**config.mk**
```make
export PLATFORM = sky130hd
export DESIGN_NAME = idex_stage_flat
export DESIGN_NICKNAME = d
export VERILOG_FILES = /design/src/rtl/idex_if.sv /design/src/rtl/idex_stage.sv /design/src/flat_wrapper.sv
export SDC_FILE = /design/constraint.sdc
export NUM_CORES = 1
export LEC_CHECK = 0
export BUFFER_PORTS_ARGS = -buffer_cell sky130_fd_sc_hd__buf_2
export CORE_AREA = 3 3 151 153
export CTS_CLUSTER_DIAMETER = 150
export DETAILED_ROUTE_END_ITERATION = 8
export DIE_AREA = 0 0 154 156
export GPL_TIMING_DRIVEN = 0
export PLACE_DENSITY = 0.72
export SYNTH_ARGS = -nofsm -noshare
export SYNTH_HDL_FRONTEND = slang
export SYNTH_SLANG_ARGS = --single-unit
```
**constraint.sdc**
```tcl
create_clock -name clk -period 3.9 [get_ports clk]
set_input_delay 0.78 -clock clk [delete_from_list [all_inputs] [get_ports clk]]
set_output_delay 0.78 -clock clk [all_outputs]
set_load 0.1 [all_outputs]
```
**src/rtl/idex_if.sv**
```systemverilog
// ID/EX stage bundle: decoded ID fields and WB bypass in, EX fields, stall requests and event counters out.
// The stage uses the slave side; the upstream pipeline (or a bench) drives the master side.
interface idex_if #(
   parameter int XLEN        = 32,
   parameter int RFIDX_WIDTH = 5,
   parameter int CNT_WIDTH   = 16
);
   logic                   ext_stall;
   logic                   flush;
   logic                   id_valid;
   logic [XLEN-1:0]        id_pc;
   logic [RFIDX_WIDTH-1:0] id_rs1;
   logic [RFIDX_WIDTH-1:0] id_rs2;
   logic [RFIDX_WIDTH-1:0] id_rd;
   logic                   id_use_rs1;
   logic                   id_use_rs2;
   logic [XLEN-1:0]        id_rdata1;
   logic [XLEN-1:0]        id_rdata2;
   logic [XLEN-1:0]        id_imm;
   logic [7:0]             id_ctrl;
   logic [3:0]             id_aluctrl;
   logic                   wb_regwrite;
   logic [RFIDX_WIDTH-1:0] wb_rd;
   logic [XLEN-1:0]        wb_wdata;

   logic                   ex_valid;
   logic [XLEN-1:0]        ex_pc;
   logic [XLEN-1:0]        ex_rdata1;
   logic [XLEN-1:0]        ex_rdata2;
   logic [XLEN-1:0]        ex_imm;
   logic [RFIDX_WIDTH-1:0] ex_rs1;
   logic [RFIDX_WIDTH-1:0] ex_rs2;
   logic [RFIDX_WIDTH-1:0] ex_rd;
   logic [7:0]             ex_ctrl;
   logic [3:0]             ex_aluctrl;
   logic                   pc_stall;
   logic                   ifid_stall;
   logic [CNT_WIDTH-1:0]   stall_cnt;
   logic [CNT_WIDTH-1:0]   flush_cnt;

   modport slave (
      input  ext_stall, flush, id_valid, id_pc, id_rs1, id_rs2, id_rd, id_use_rs1, id_use_rs2,
             id_rdata1, id_rdata2, id_imm, id_ctrl, id_aluctrl, wb_regwrite, wb_rd, wb_wdata,
      output ex_valid, ex_pc, ex_rdata1, ex_rdata2, ex_imm, ex_rs1, ex_rs2, ex_rd, ex_ctrl,
             ex_aluctrl, pc_stall, ifid_stall, stall_cnt, flush_cnt
   );

   modport master (
      output ext_stall, flush, id_valid, id_pc, id_rs1, id_rs2, id_rd, id_use_rs1, id_use_rs2,
             id_rdata1, id_rdata2, id_imm, id_ctrl, id_aluctrl, wb_regwrite, wb_rd, wb_wdata,
      input  ex_valid, ex_pc, ex_rdata1, ex_rdata2, ex_imm, ex_rs1, ex_rs2, ex_rd, ex_ctrl,
             ex_aluctrl, pc_stall, ifid_stall, stall_cnt, flush_cnt
   );
endinterface

```
**src/rtl/idex_stage.sv**
```systemverilog
// ID/EX pipeline register for the 5-stage RV32 core with load-use hazard detection,
// WB-to-ID bypass and saturating stall/flush event counters.
module idex_stage #(
   parameter int XLEN        = 32,
   parameter int RFIDX_WIDTH = 5,
   parameter int CNT_WIDTH   = 16
) (
   input  logic    clk,
   input  logic    reset,
   idex_if.slave   bus
);
   localparam int CTRL_MEMREAD = 5;

   logic                   ex_valid;
   logic [XLEN-1:0]        ex_pc, ex_rdata1, ex_rdata2, ex_imm;
   logic [RFIDX_WIDTH-1:0] ex_rs1, ex_rs2, ex_rd;
   logic [7:0]             ex_ctrl;
   logic [3:0]             ex_aluctrl;
   logic [CNT_WIDTH-1:0]   stall_cnt, flush_cnt;

   logic                   ld_use;
   logic [XLEN-1:0]        byp_rdata1, byp_rdata2;

   always_comb begin
      ld_use = ex_valid && ex_ctrl[CTRL_MEMREAD] && (ex_rd != '0) && bus.id_valid &&
               ((bus.id_use_rs1 && (bus.id_rs1 == ex_rd)) ||
                (bus.id_use_rs2 && (bus.id_rs2 == ex_rd)));
   end

   // Register file reads before it writes, so a same-cycle WB write must be bypassed here.
   always_comb begin
      byp_rdata1 = bus.id_rdata1;
      byp_rdata2 = bus.id_rdata2;
      if (bus.wb_regwrite && (bus.wb_rd != '0) && (bus.wb_rd == bus.id_rs1))
         byp_rdata1 = bus.wb_wdata;
      if (bus.wb_regwrite && (bus.wb_rd != '0) && (bus.wb_rd == bus.id_rs2))
         byp_rdata2 = bus.wb_wdata;
   end

   always_ff @(posedge clk) begin
      if (reset) begin
         ex_valid   <= 1'b0;
         ex_pc      <= '0;
         ex_rdata1  <= '0;
         ex_rdata2  <= '0;
         ex_imm     <= '0;
         ex_rs1     <= '0;
         ex_rs2     <= '0;
         ex_rd      <= '0;
         ex_ctrl    <= '0;
         ex_aluctrl <= '0;
         stall_cnt  <= '0;
         flush_cnt  <= '0;
      end else if (!bus.ext_stall) begin
         // Flush, load-use and an empty ID slot all load the same zeroed bubble.
         if (bus.flush || ld_use || !bus.id_valid) begin
            ex_valid   <= 1'b0;
            ex_pc      <= '0;
            ex_rdata1  <= '0;
            ex_rdata2  <= '0;
            ex_imm     <= '0;
            ex_rs1     <= '0;
            ex_rs2     <= '0;
            ex_rd      <= '0;
            ex_ctrl    <= '0;
            ex_aluctrl <= '0;
         end else begin
            ex_valid   <= 1'b1;
            ex_pc      <= bus.id_pc;
            ex_rdata1  <= byp_rdata1;
            ex_rdata2  <= byp_rdata2;
            ex_imm     <= bus.id_imm;
            ex_rs1     <= bus.id_rs1;
            ex_rs2     <= bus.id_rs2;
            ex_rd      <= bus.id_rd;
            ex_ctrl    <= bus.id_ctrl;
            ex_aluctrl <= bus.id_aluctrl;
         end
         if (bus.flush) begin
            if (flush_cnt != '1) flush_cnt <= flush_cnt + 1'b1;
         end else if (ld_use) begin
            if (stall_cnt != '1) stall_cnt <= stall_cnt + 1'b1;
         end
      end
   end

   assign bus.pc_stall   = !reset && (bus.ext_stall || (ld_use && !bus.flush));
   assign bus.ifid_stall = bus.pc_stall;
   assign bus.ex_valid   = ex_valid;
   assign bus.ex_pc      = ex_pc;
   assign bus.ex_rdata1  = ex_rdata1;
   assign bus.ex_rdata2  = ex_rdata2;
   assign bus.ex_imm     = ex_imm;
   assign bus.ex_rs1     = ex_rs1;
   assign bus.ex_rs2     = ex_rs2;
   assign bus.ex_rd      = ex_rd;
   assign bus.ex_ctrl    = ex_ctrl;
   assign bus.ex_aluctrl = ex_aluctrl;
   assign bus.stall_cnt  = stall_cnt;
   assign bus.flush_cnt  = flush_cnt;
endmodule

```
**src/flat_wrapper.sv**
```systemverilog
// flat-port wrapper written by rule: the top's interface ports become plain ports
module idex_stage_flat 
#(
   parameter int XLEN        = 32,
   parameter int RFIDX_WIDTH = 5,
   parameter int CNT_WIDTH   = 16
)
  (clk, reset, bus_ext_stall, bus_flush, bus_id_valid, bus_id_pc, bus_id_rs1, bus_id_rs2, bus_id_rd, bus_id_use_rs1, bus_id_use_rs2, bus_id_rdata1, bus_id_rdata2, bus_id_imm, bus_id_ctrl, bus_id_aluctrl, bus_wb_regwrite, bus_wb_rd, bus_wb_wdata, bus_ex_valid, bus_ex_pc, bus_ex_rdata1, bus_ex_rdata2, bus_ex_imm, bus_ex_rs1, bus_ex_rs2, bus_ex_rd, bus_ex_ctrl, bus_ex_aluctrl, bus_pc_stall, bus_ifid_stall, bus_stall_cnt, bus_flush_cnt);
  idex_if #(.XLEN(XLEN), .RFIDX_WIDTH(RFIDX_WIDTH), .CNT_WIDTH(CNT_WIDTH)) bus_i ();
  input  logic clk;
  input  logic reset;
  input wire logic [$bits(bus_i.ext_stall)-1:0] bus_ext_stall;
  input wire logic [$bits(bus_i.flush)-1:0] bus_flush;
  input wire logic [$bits(bus_i.id_valid)-1:0] bus_id_valid;
  input wire logic [$bits(bus_i.id_pc)-1:0] bus_id_pc;
  input wire logic [$bits(bus_i.id_rs1)-1:0] bus_id_rs1;
  input wire logic [$bits(bus_i.id_rs2)-1:0] bus_id_rs2;
  input wire logic [$bits(bus_i.id_rd)-1:0] bus_id_rd;
  input wire logic [$bits(bus_i.id_use_rs1)-1:0] bus_id_use_rs1;
  input wire logic [$bits(bus_i.id_use_rs2)-1:0] bus_id_use_rs2;
  input wire logic [$bits(bus_i.id_rdata1)-1:0] bus_id_rdata1;
  input wire logic [$bits(bus_i.id_rdata2)-1:0] bus_id_rdata2;
  input wire logic [$bits(bus_i.id_imm)-1:0] bus_id_imm;
  input wire logic [$bits(bus_i.id_ctrl)-1:0] bus_id_ctrl;
  input wire logic [$bits(bus_i.id_aluctrl)-1:0] bus_id_aluctrl;
  input wire logic [$bits(bus_i.wb_regwrite)-1:0] bus_wb_regwrite;
  input wire logic [$bits(bus_i.wb_rd)-1:0] bus_wb_rd;
  input wire logic [$bits(bus_i.wb_wdata)-1:0] bus_wb_wdata;
  output wire logic [$bits(bus_i.ex_valid)-1:0] bus_ex_valid;
  output wire logic [$bits(bus_i.ex_pc)-1:0] bus_ex_pc;
  output wire logic [$bits(bus_i.ex_rdata1)-1:0] bus_ex_rdata1;
  output wire logic [$bits(bus_i.ex_rdata2)-1:0] bus_ex_rdata2;
  output wire logic [$bits(bus_i.ex_imm)-1:0] bus_ex_imm;
  output wire logic [$bits(bus_i.ex_rs1)-1:0] bus_ex_rs1;
  output wire logic [$bits(bus_i.ex_rs2)-1:0] bus_ex_rs2;
  output wire logic [$bits(bus_i.ex_rd)-1:0] bus_ex_rd;
  output wire logic [$bits(bus_i.ex_ctrl)-1:0] bus_ex_ctrl;
  output wire logic [$bits(bus_i.ex_aluctrl)-1:0] bus_ex_aluctrl;
  output wire logic [$bits(bus_i.pc_stall)-1:0] bus_pc_stall;
  output wire logic [$bits(bus_i.ifid_stall)-1:0] bus_ifid_stall;
  output wire logic [$bits(bus_i.stall_cnt)-1:0] bus_stall_cnt;
  output wire logic [$bits(bus_i.flush_cnt)-1:0] bus_flush_cnt;
  assign bus_i.ext_stall = bus_ext_stall;
  assign bus_i.flush = bus_flush;
  assign bus_i.id_valid = bus_id_valid;
  assign bus_i.id_pc = bus_id_pc;
  assign bus_i.id_rs1 = bus_id_rs1;
  assign bus_i.id_rs2 = bus_id_rs2;
  assign bus_i.id_rd = bus_id_rd;
  assign bus_i.id_use_rs1 = bus_id_use_rs1;
  assign bus_i.id_use_rs2 = bus_id_use_rs2;
  assign bus_i.id_rdata1 = bus_id_rdata1;
  assign bus_i.id_rdata2 = bus_id_rdata2;
  assign bus_i.id_imm = bus_id_imm;
  assign bus_i.id_ctrl = bus_id_ctrl;
  assign bus_i.id_aluctrl = bus_id_aluctrl;
  assign bus_i.wb_regwrite = bus_wb_regwrite;
  assign bus_i.wb_rd = bus_wb_rd;
  assign bus_i.wb_wdata = bus_wb_wdata;
  assign bus_ex_valid = bus_i.ex_valid;
  assign bus_ex_pc = bus_i.ex_pc;
  assign bus_ex_rdata1 = bus_i.ex_rdata1;
  assign bus_ex_rdata2 = bus_i.ex_rdata2;
  assign bus_ex_imm = bus_i.ex_imm;
  assign bus_ex_rs1 = bus_i.ex_rs1;
  assign bus_ex_rs2 = bus_i.ex_rs2;
  assign bus_ex_rd = bus_i.ex_rd;
  assign bus_ex_ctrl = bus_i.ex_ctrl;
  assign bus_ex_aluctrl = bus_i.ex_aluctrl;
  assign bus_pc_stall = bus_i.pc_stall;
  assign bus_ifid_stall = bus_i.ifid_stall;
  assign bus_stall_cnt = bus_i.stall_cnt;
  assign bus_flush_cnt = bus_i.flush_cnt;
  idex_stage #(.XLEN(XLEN), .RFIDX_WIDTH(RFIDX_WIDTH), .CNT_WIDTH(CNT_WIDTH)) u_core (.clk(clk), .reset(reset), .bus(bus_i));
endmodule
```
==> flow_summary.toml, run 1 <==
[outcome]
status = "completed"

[power_and_ir_drop]
p_leak_nw = 4.64
seq_power_share_pct = 45.9
p_int_mw = 2.99
ir_drop_v = 0.000216
p_sw_mw = 1.34
p_clk_share_pct = 39.2
combPwrFrac_pct = 15.0
power_density_nw_per_um2 = 429
power_switching_share_pct = 31.0

[setup_path]
crit_chain = "buf_2, xnor2_1, nand4_1, o22ai_2, nand2_1, or2_2, a21oi_4, buf_4, buf_2"
arrival_ps = 2730
cp_top_family = "buffers and inverters"
crit_top_cell = "buf_2"
end_kind = "output port"
critPathLaunchType = "primary input"
crit_slowest_cell = "buf_2"
cp.required_ps = 3120
max_stage_delay_ps = 410
path_max_fanout = 4
worstSetupPathType = "primary input to output port"
crit_buf_inv = 3

[placed_design]
gp_congestion = 0.877
hpwl_um = 20100
portBuffers = 389
pre_cts_ws_ps = 395

[timing]
worstMarginPinSlew_ps = 841
finalWorstPathRequiredPeriod_ps = 3510
hold_viol_final = 0
max_freq_mhz = 285
rsz0062_at_grt = "false"
setup_violations = 0
finClkSkew_ps = 14.8
slew_viol_final = 0
slew_headroom_pct = 43.9
period_share_pct = 90.0
fin_ws_ps = 390
tns_ps = 0

[drt]
drc = 0
drt_iter0_drc = 330
vias = 6956
firstDrtPassIters = 4
met1_length_um = 10300
wire_per_inst_um = 18.4
routed_wirelength_um = 25800
ant_nets = 0
top_layer_used = "met5"
dr_wl_met2_um = 12800
via_per_inst = 4.96
wl_met3_um = 2140

[clocking]
postCtsHoldBufs = 0
cts_max_level = 4
post_cts_buffers = 0
clockBufferDepth = 2
path_clk_slew_ps = 70
cts_tree = "built"
insertion_delay_ps = 430
cts_inserted_buffers = 17
clock-sinks = 188
ctsResizeCount = 0
root_buffer = "clkbuf_16"

[flow_run]
maxCapViolations = 0

[grt]
grt_pass1_vias = 6819
grt_max_degree = 19
antenna_found_initial = 4
grt-ovfl-total = 0
grt_pass1_wl_um = 38600
grt_usage_pct = 20.4

[synth]
synth_seq_cells = 188
async_reset_ff_share_pct = 0
synth_cells = 700
ys_seq_area_share_pct = 52.3
synthTopCellsByCount = "dfxtp_1 (188), a22o_1 (91), nand2_1 (76), mux2i_1 (66), o21ai_1 (60)"
syn_avg_cell_area_um2 = 10.3
ys.flop_type = "dfxtp_1"
syn_nets = 902
yosysWarnings = 0
synth.top_cells.by_area = "dfxtp_1 (52%), a22o_1 (11%), mux2i_1 (9.2%)"
netlist.area_leader.share_pct = 52.3
synth.most_common_cell = "dfxtp_1"
yosysUniqueCellTypes = 48
synth_area_um2 = 7200
synth_edf_count = 0
synth_top_area_cell = "dfxtp_1"

[final_layout]
drive_above_1_share_pct = 40.5
fillCellCount = 2085
nets = 1310
area_growth_pct = 40.1

[die]
start_util_pct = 33.2
core_area_um2 = 21700
die_area_um2 = 24000
io_pins = 390
die_h_um = 156
rows = 54
chipWidth_um = 154

[min_path]
hold_path.class = "register to register"
## placed cells by master, fill, tap and decap left out, drive strengths merged, types with 2 or more instances in the layout
| master | n |
|---|---|
| dfxtp | 188 |
| nor2 | 33 |
| diode | 2 |
| and4 | 3 |
| o31ai | 5 |
| nor4 | 3 |
| a31oi | 2 |
| o21ai | 67 |
| and3 | 3 |
| and4b | 2 |
| xor2 | 16 |
| or4 | 6 |
| a22o | 91 |
| or3 | 2 |
| inv | 7 |
| buf | 408 |
| or2 | 2 |
| mux2i | 66 |
| nor2b | 4 |
| nand3 | 19 |
| nor3 | 6 |
| xnor2 | 21 |
| clkbuf | 47 |
| clkinv | 6 |
| ha | 2 |
| a21oi | 10 |
| nand2 | 76 |
| mux2 | 4 |
| nand4 | 11 |
## layer usage
layer,track usage [%],up-vias
li1,-,3355
met1,24.1,3256
met2,35.9,305
met3,6.52,34
met4,5.63,6
met5,0,-
## worst reg2reg max path, delay by kind of cell (launching register included)
kind                      cells  cell delay [ps]
and+or+nand+nor               3              780
DFF                           1              490
buffers and inverters         1              450
AOI/OAI and AO/OA             2              440
xor gates and xnor gates      1              160
## flip-flops by register name, summed over array words and instances, names as in the netlist
| signal | flops |
|---|---|
| u_core.bus.ex_aluctrl | 4 |
| u_core.bus.ex_ctrl | 8 |
| u_core.bus.ex_imm | 32 |
| u_core.bus.ex_pc | 32 |
| u_core.bus.ex_rd | 5 |
| u_core.bus.ex_rdata1 | 32 |
| u_core.bus.ex_rdata2 | 32 |
| u_core.bus.ex_rs1 | 5 |
| u_core.bus.ex_rs2 | 5 |
| u_core.bus.ex_valid | 1 |
| u_core.bus.flush_cnt | 16 |
| u_core.bus.stall_cnt | 16 |
## layout make-up
class                           count  area [um^2]  share of cell area (%)
Sequential cell                   188         3760                    37.3
Multi-Input combinational cell    463         3230                    32.0
Timing Repair Buffer              389         1950                    19.3
Clock buffer                       18          439                    4.35
Tap cell                          280          350                    3.47
Buffer                             48          214                    2.12
Clock inverter                     13          131                    1.30
Antenna cell                        2         5.00                  0.0496
Inverter                            1         3.75                  0.0372
## stage by stage
step / hold WS (ps) / instances / power [mW] / cell area, um^2 / utilization, %
detailed placement: 439 / 1369 / 2.68 / 9510 / 43.8
CTS: 449 / 1400 / 4.39 / 10100 / 46.5
finish: 446 / 1402 / 4.33 / 10100 / 46.5
global placement: 432 / 1369 / 2.67 / 9510 / 43.8
floorplan: 875 / 700 / 2.47 / 7210 / -
global route: 468 / 1401 / 4.49 / 10100 / 46.5
## worst paths after layout
path,to,start,cells after the start,slack [ps]
setup / recovery,bus_pc_stall,bus_id_rs1[1],9,390
setup reg to reg,u_core.bus.ex_rdata1[8],u_core.bus.ex_rd[2],7,1450
hold / removal,u_core.bus.ex_rdata2[4],u_core.bus.ex_rdata2[4],2,450
hold reg to reg,u_core.bus.ex_rdata2[4],u_core.bus.ex_rdata2[4],2,450
## power by group through the flow
| stage | combinational [mW] | sequential [mW] | clock, mW |
|---|---|---|---|
| after floorplan | 0.141 | 2.32 | 0 |
| after global placement | 0.646 | 2.03 | 0 |
| after detailed placement | 0.652 | 2.03 | 0 |
| after CTS | 0.653 | 1.98 | 1.75 |
| after global routing | 0.682 | 1.99 | 1.82 |
| final | 0.648 | 1.99 | 1.70 |
## cells by family after synthesis
| logic type | count (synthesis) | synth area share (%) |
|---|---|---|
| XOR/XNOR | 37 | 4.50 |
| AND/OR/NAND/NOR | 173 | 11.9 |
| flip-flops | 188 | 52.3 |
| AO/OA/AOI/OAI | 181 | 18.1 |
| buffers and inverters | 49 | 3.02 |
| multiplexers | 70 | 9.80 |
| adder cells (fa/ha/maj) | 2 | 0.347 |
(Power assumes the default switching activity.)
==> inputs of run 2 (changes only) <==
ABC_AREA = 1   (was default)
CORE_AREA = default   (was 3 3 151 153)
CORE_MARGIN = 3   (was default)
CORE_UTILIZATION = 40   (was default)
DIE_AREA = default   (was 0 0 154 156)
PLACE_DENSITY = 0.8   (was 0.72)
==> run 2 against run 1 <==
Effect of this change:
- first-iteration DRC count rose by 60%
- maximum frequency rose by 8.4%
- clock skew fell by 1.8 ps
- via count rose by 34%
- highest routed layer unchanged
- die area fell by 6.2%
==> flow_summary.toml, run 2 <==
[timing]
rsz0062_at_grt = "false"
slew_viol_final = 0
worstMarginPinSlew_ps = 860
hold_viol_final = 0
max_freq_mhz = 309
period_share_pct = 83.0
setup_violations = 0
slew_headroom_pct = 42.4
finalWorstPathRequiredPeriod_ps = 3240
finClkSkew_ps = 13.0
holdWs_ps = 462
tns_ps = 0

[synth]
yosysWarnings = 0
synth_cells = 1228
ys.flop_type = "dfxtp_1"
synth_edf_count = 0
synth.most_common_cell = "nand2_1"
synth.top_cells.by_area = "dfxtp_1 (45%), nand2_1 (25%), a21oi_1 (11%)"
yosysUniqueCellTypes = 24
netlist.area_leader.share_pct = 45.3
synthTopCellsByCount = "nand2_1 (550), dfxtp_1 (188), a21oi_1 (182), nand3_1 (86), nor2_1 (50)"
syn_nets = 1430
async_reset_ff_share_pct = 0
ys_seq_area_share_pct = 45.3
synth_top_area_cell = "dfxtp_1"
syn_avg_cell_area_um2 = 6.76
synth_area_um2 = 8310
synth_seq_cells = 188

[clocking]
post_cts_buffers = 0
root_buffer = "clkbuf_16"
postCtsHoldBufs = 0
ctsResizeCount = 0
cts_tree = "built"
clockBufferDepth = 2
cts_max_level = 4
cts_inserted_buffers = 17
insertion_delay_ps = 420
path_clk_slew_ps = 70
clock-sinks = 188

[final_layout]
final_common_cell = "nand2_1"
drive_above_1_share_pct = 28.3
stdcell_area_um2 = 11200
fin_cells = 1920
nets = 1837
area_growth_pct = 34.8
final_cell_mix = "nand2_1 (550), buf_2 (417), dfxtp_1 (188)"

[power_and_ir_drop]
ir_drop_v = 0.000266
p_leak_nw = 5.35
power_density_nw_per_um2 = 400

[die]
chipWidth_um = 150
start_util_pct = 40.9
die_h_um = 150
core_area_um2 = 20300
io_pins = 390
die_area_um2 = 22500
rows = 52

[setup_path]
arrival_ps = 2460
crit_top_cell = "clkbuf_1"
r2r.worst_path.cells = 9
cp_top_family = "buffers and inverters"
startpoint = "bus_ext_stall"
crit_chain = "clkbuf_1, clkbuf_1, a21oi_1, nor3_4, buf_4, buf_2"
critPathLaunchType = "primary input"
end_kind = "output port"
r2r_slack_ps = 1910
path_max_fanout = 10
crit_slowest_cell = "clkbuf_1"
r2r-start = "u_core.bus.ex_rd[0]"
crit_cells = 6
crit_buf_inv = 4
max_stage_delay_ps = 560
cp.required_ps = 3120
worstSetupPathType = "primary input to output port"

[grt]
grt_max_degree = 20
grt_pass1_vias = 8483
grtUsageMet3_pct = 6.92
antenna_found_initial = 4
use_met1_pct = 28.6
busiest_layer = "met2"
grt-ovfl-total = 0
grt_usage_pct = 24.6
grt_pass1_wl_um = 44100
use_met2_pct = 43.8

[drt]
firstDrtPassIters = 6
wire_per_inst_um = 15.4
via_per_inst = 4.85
drt_iter0_drc = 528
vias = 9317
routed_wirelength_um = 29500
ant_nets = 0
drc = 0

[min_path]
whs_path_depth = 2
hold_path.class = "register to register"
min_from = "u_core.bus.ex_imm[27]"

[placed_design]
hpwl_um = 23200
portBuffers = 388
placed_cells = 1886
placed_cell_area_um2 = 10600
gp_congestion = 0.939

[outcome]
status = "completed"

[flow_run]
maxCapViolations = 0
-- run 2: kinds of logic after synthesis --
family | Yosys count | share of synthesized area, %
AND/OR/NAND/NOR | 703 | 33.7
XOR/XNOR | 32 | 3.37
flip-flops | 188 | 45.3
adder cells (fa/ha/maj) | 2 | 0.301
buffers and inverters | 114 | 5.86
AO/OA/AOI/OAI | 189 | 11.4
-- run 2: through the flow --
stage / total power, mW / setup WS, ps / utilization (%)
4_1_cts: 4.52 / 619 / 55.1
5_1_grt: 4.65 / 499 / 55.1
3_5_place_dp: 2.78 / 617 / 52.2
6_report: 4.48 / 662 / 55.2
2_1_floorplan: 2.53 / 278 / -
3_3_place_gp: 2.77 / 618 / 52.2
-- run 2: where the power goes --
group | internal (mW) | total [mW] | switching (mW)
logic | 0.177 | 0.751 | 0.574
registers | 1.96 | 1.98 | 0.0233
clock network | 0.897 | 1.75 | 0.853
-- run 2: area by class of cell --
class / instances / area (um^2)
Fill cell: 1974 / 9100
Multi-Input combinational cell: 926 / 4070
Clock buffer: 19 / 453
Inverter: 36 / 135
Buffer: 78 / 352
Clock inverter: 13 / 144
Tap cell: 270 / 338
Antenna cell: 2 / 5.00
Timing Repair Buffer: 388 / 1940
Sequential cell: 188 / 3760
-- run 2: worst reg2reg max path, delay by kind of cell (launching register included) --
kind | cells | cell delay [ps]
and+or+nand+nor | 3 | 320
AOI/OAI and AO/OA | 3 | 480
buffers and inverters | 3 | 730
DFF | 1 | 380
-- run 2: metal layers --
| metal | part of all wire [%] | vias to the layer above |
|---|---|---|
| li1 | - | 4731 |
| met1 | 40 | 4160 |
| met2 | 49 | 360 |
| met3 | 8.0 | 58 |
| met4 | 2.8 | 8 |
| met5 | 0.19 | - |
-- run 2: final timing paths --
| path | end |
|---|---|
| setup / recovery | bus_pc_stall |
| hold / removal | u_core.bus.ex_imm[27] |
| setup reg to reg | u_core.bus.ex_imm[31] |
| hold reg to reg | u_core.bus.ex_imm[27] |
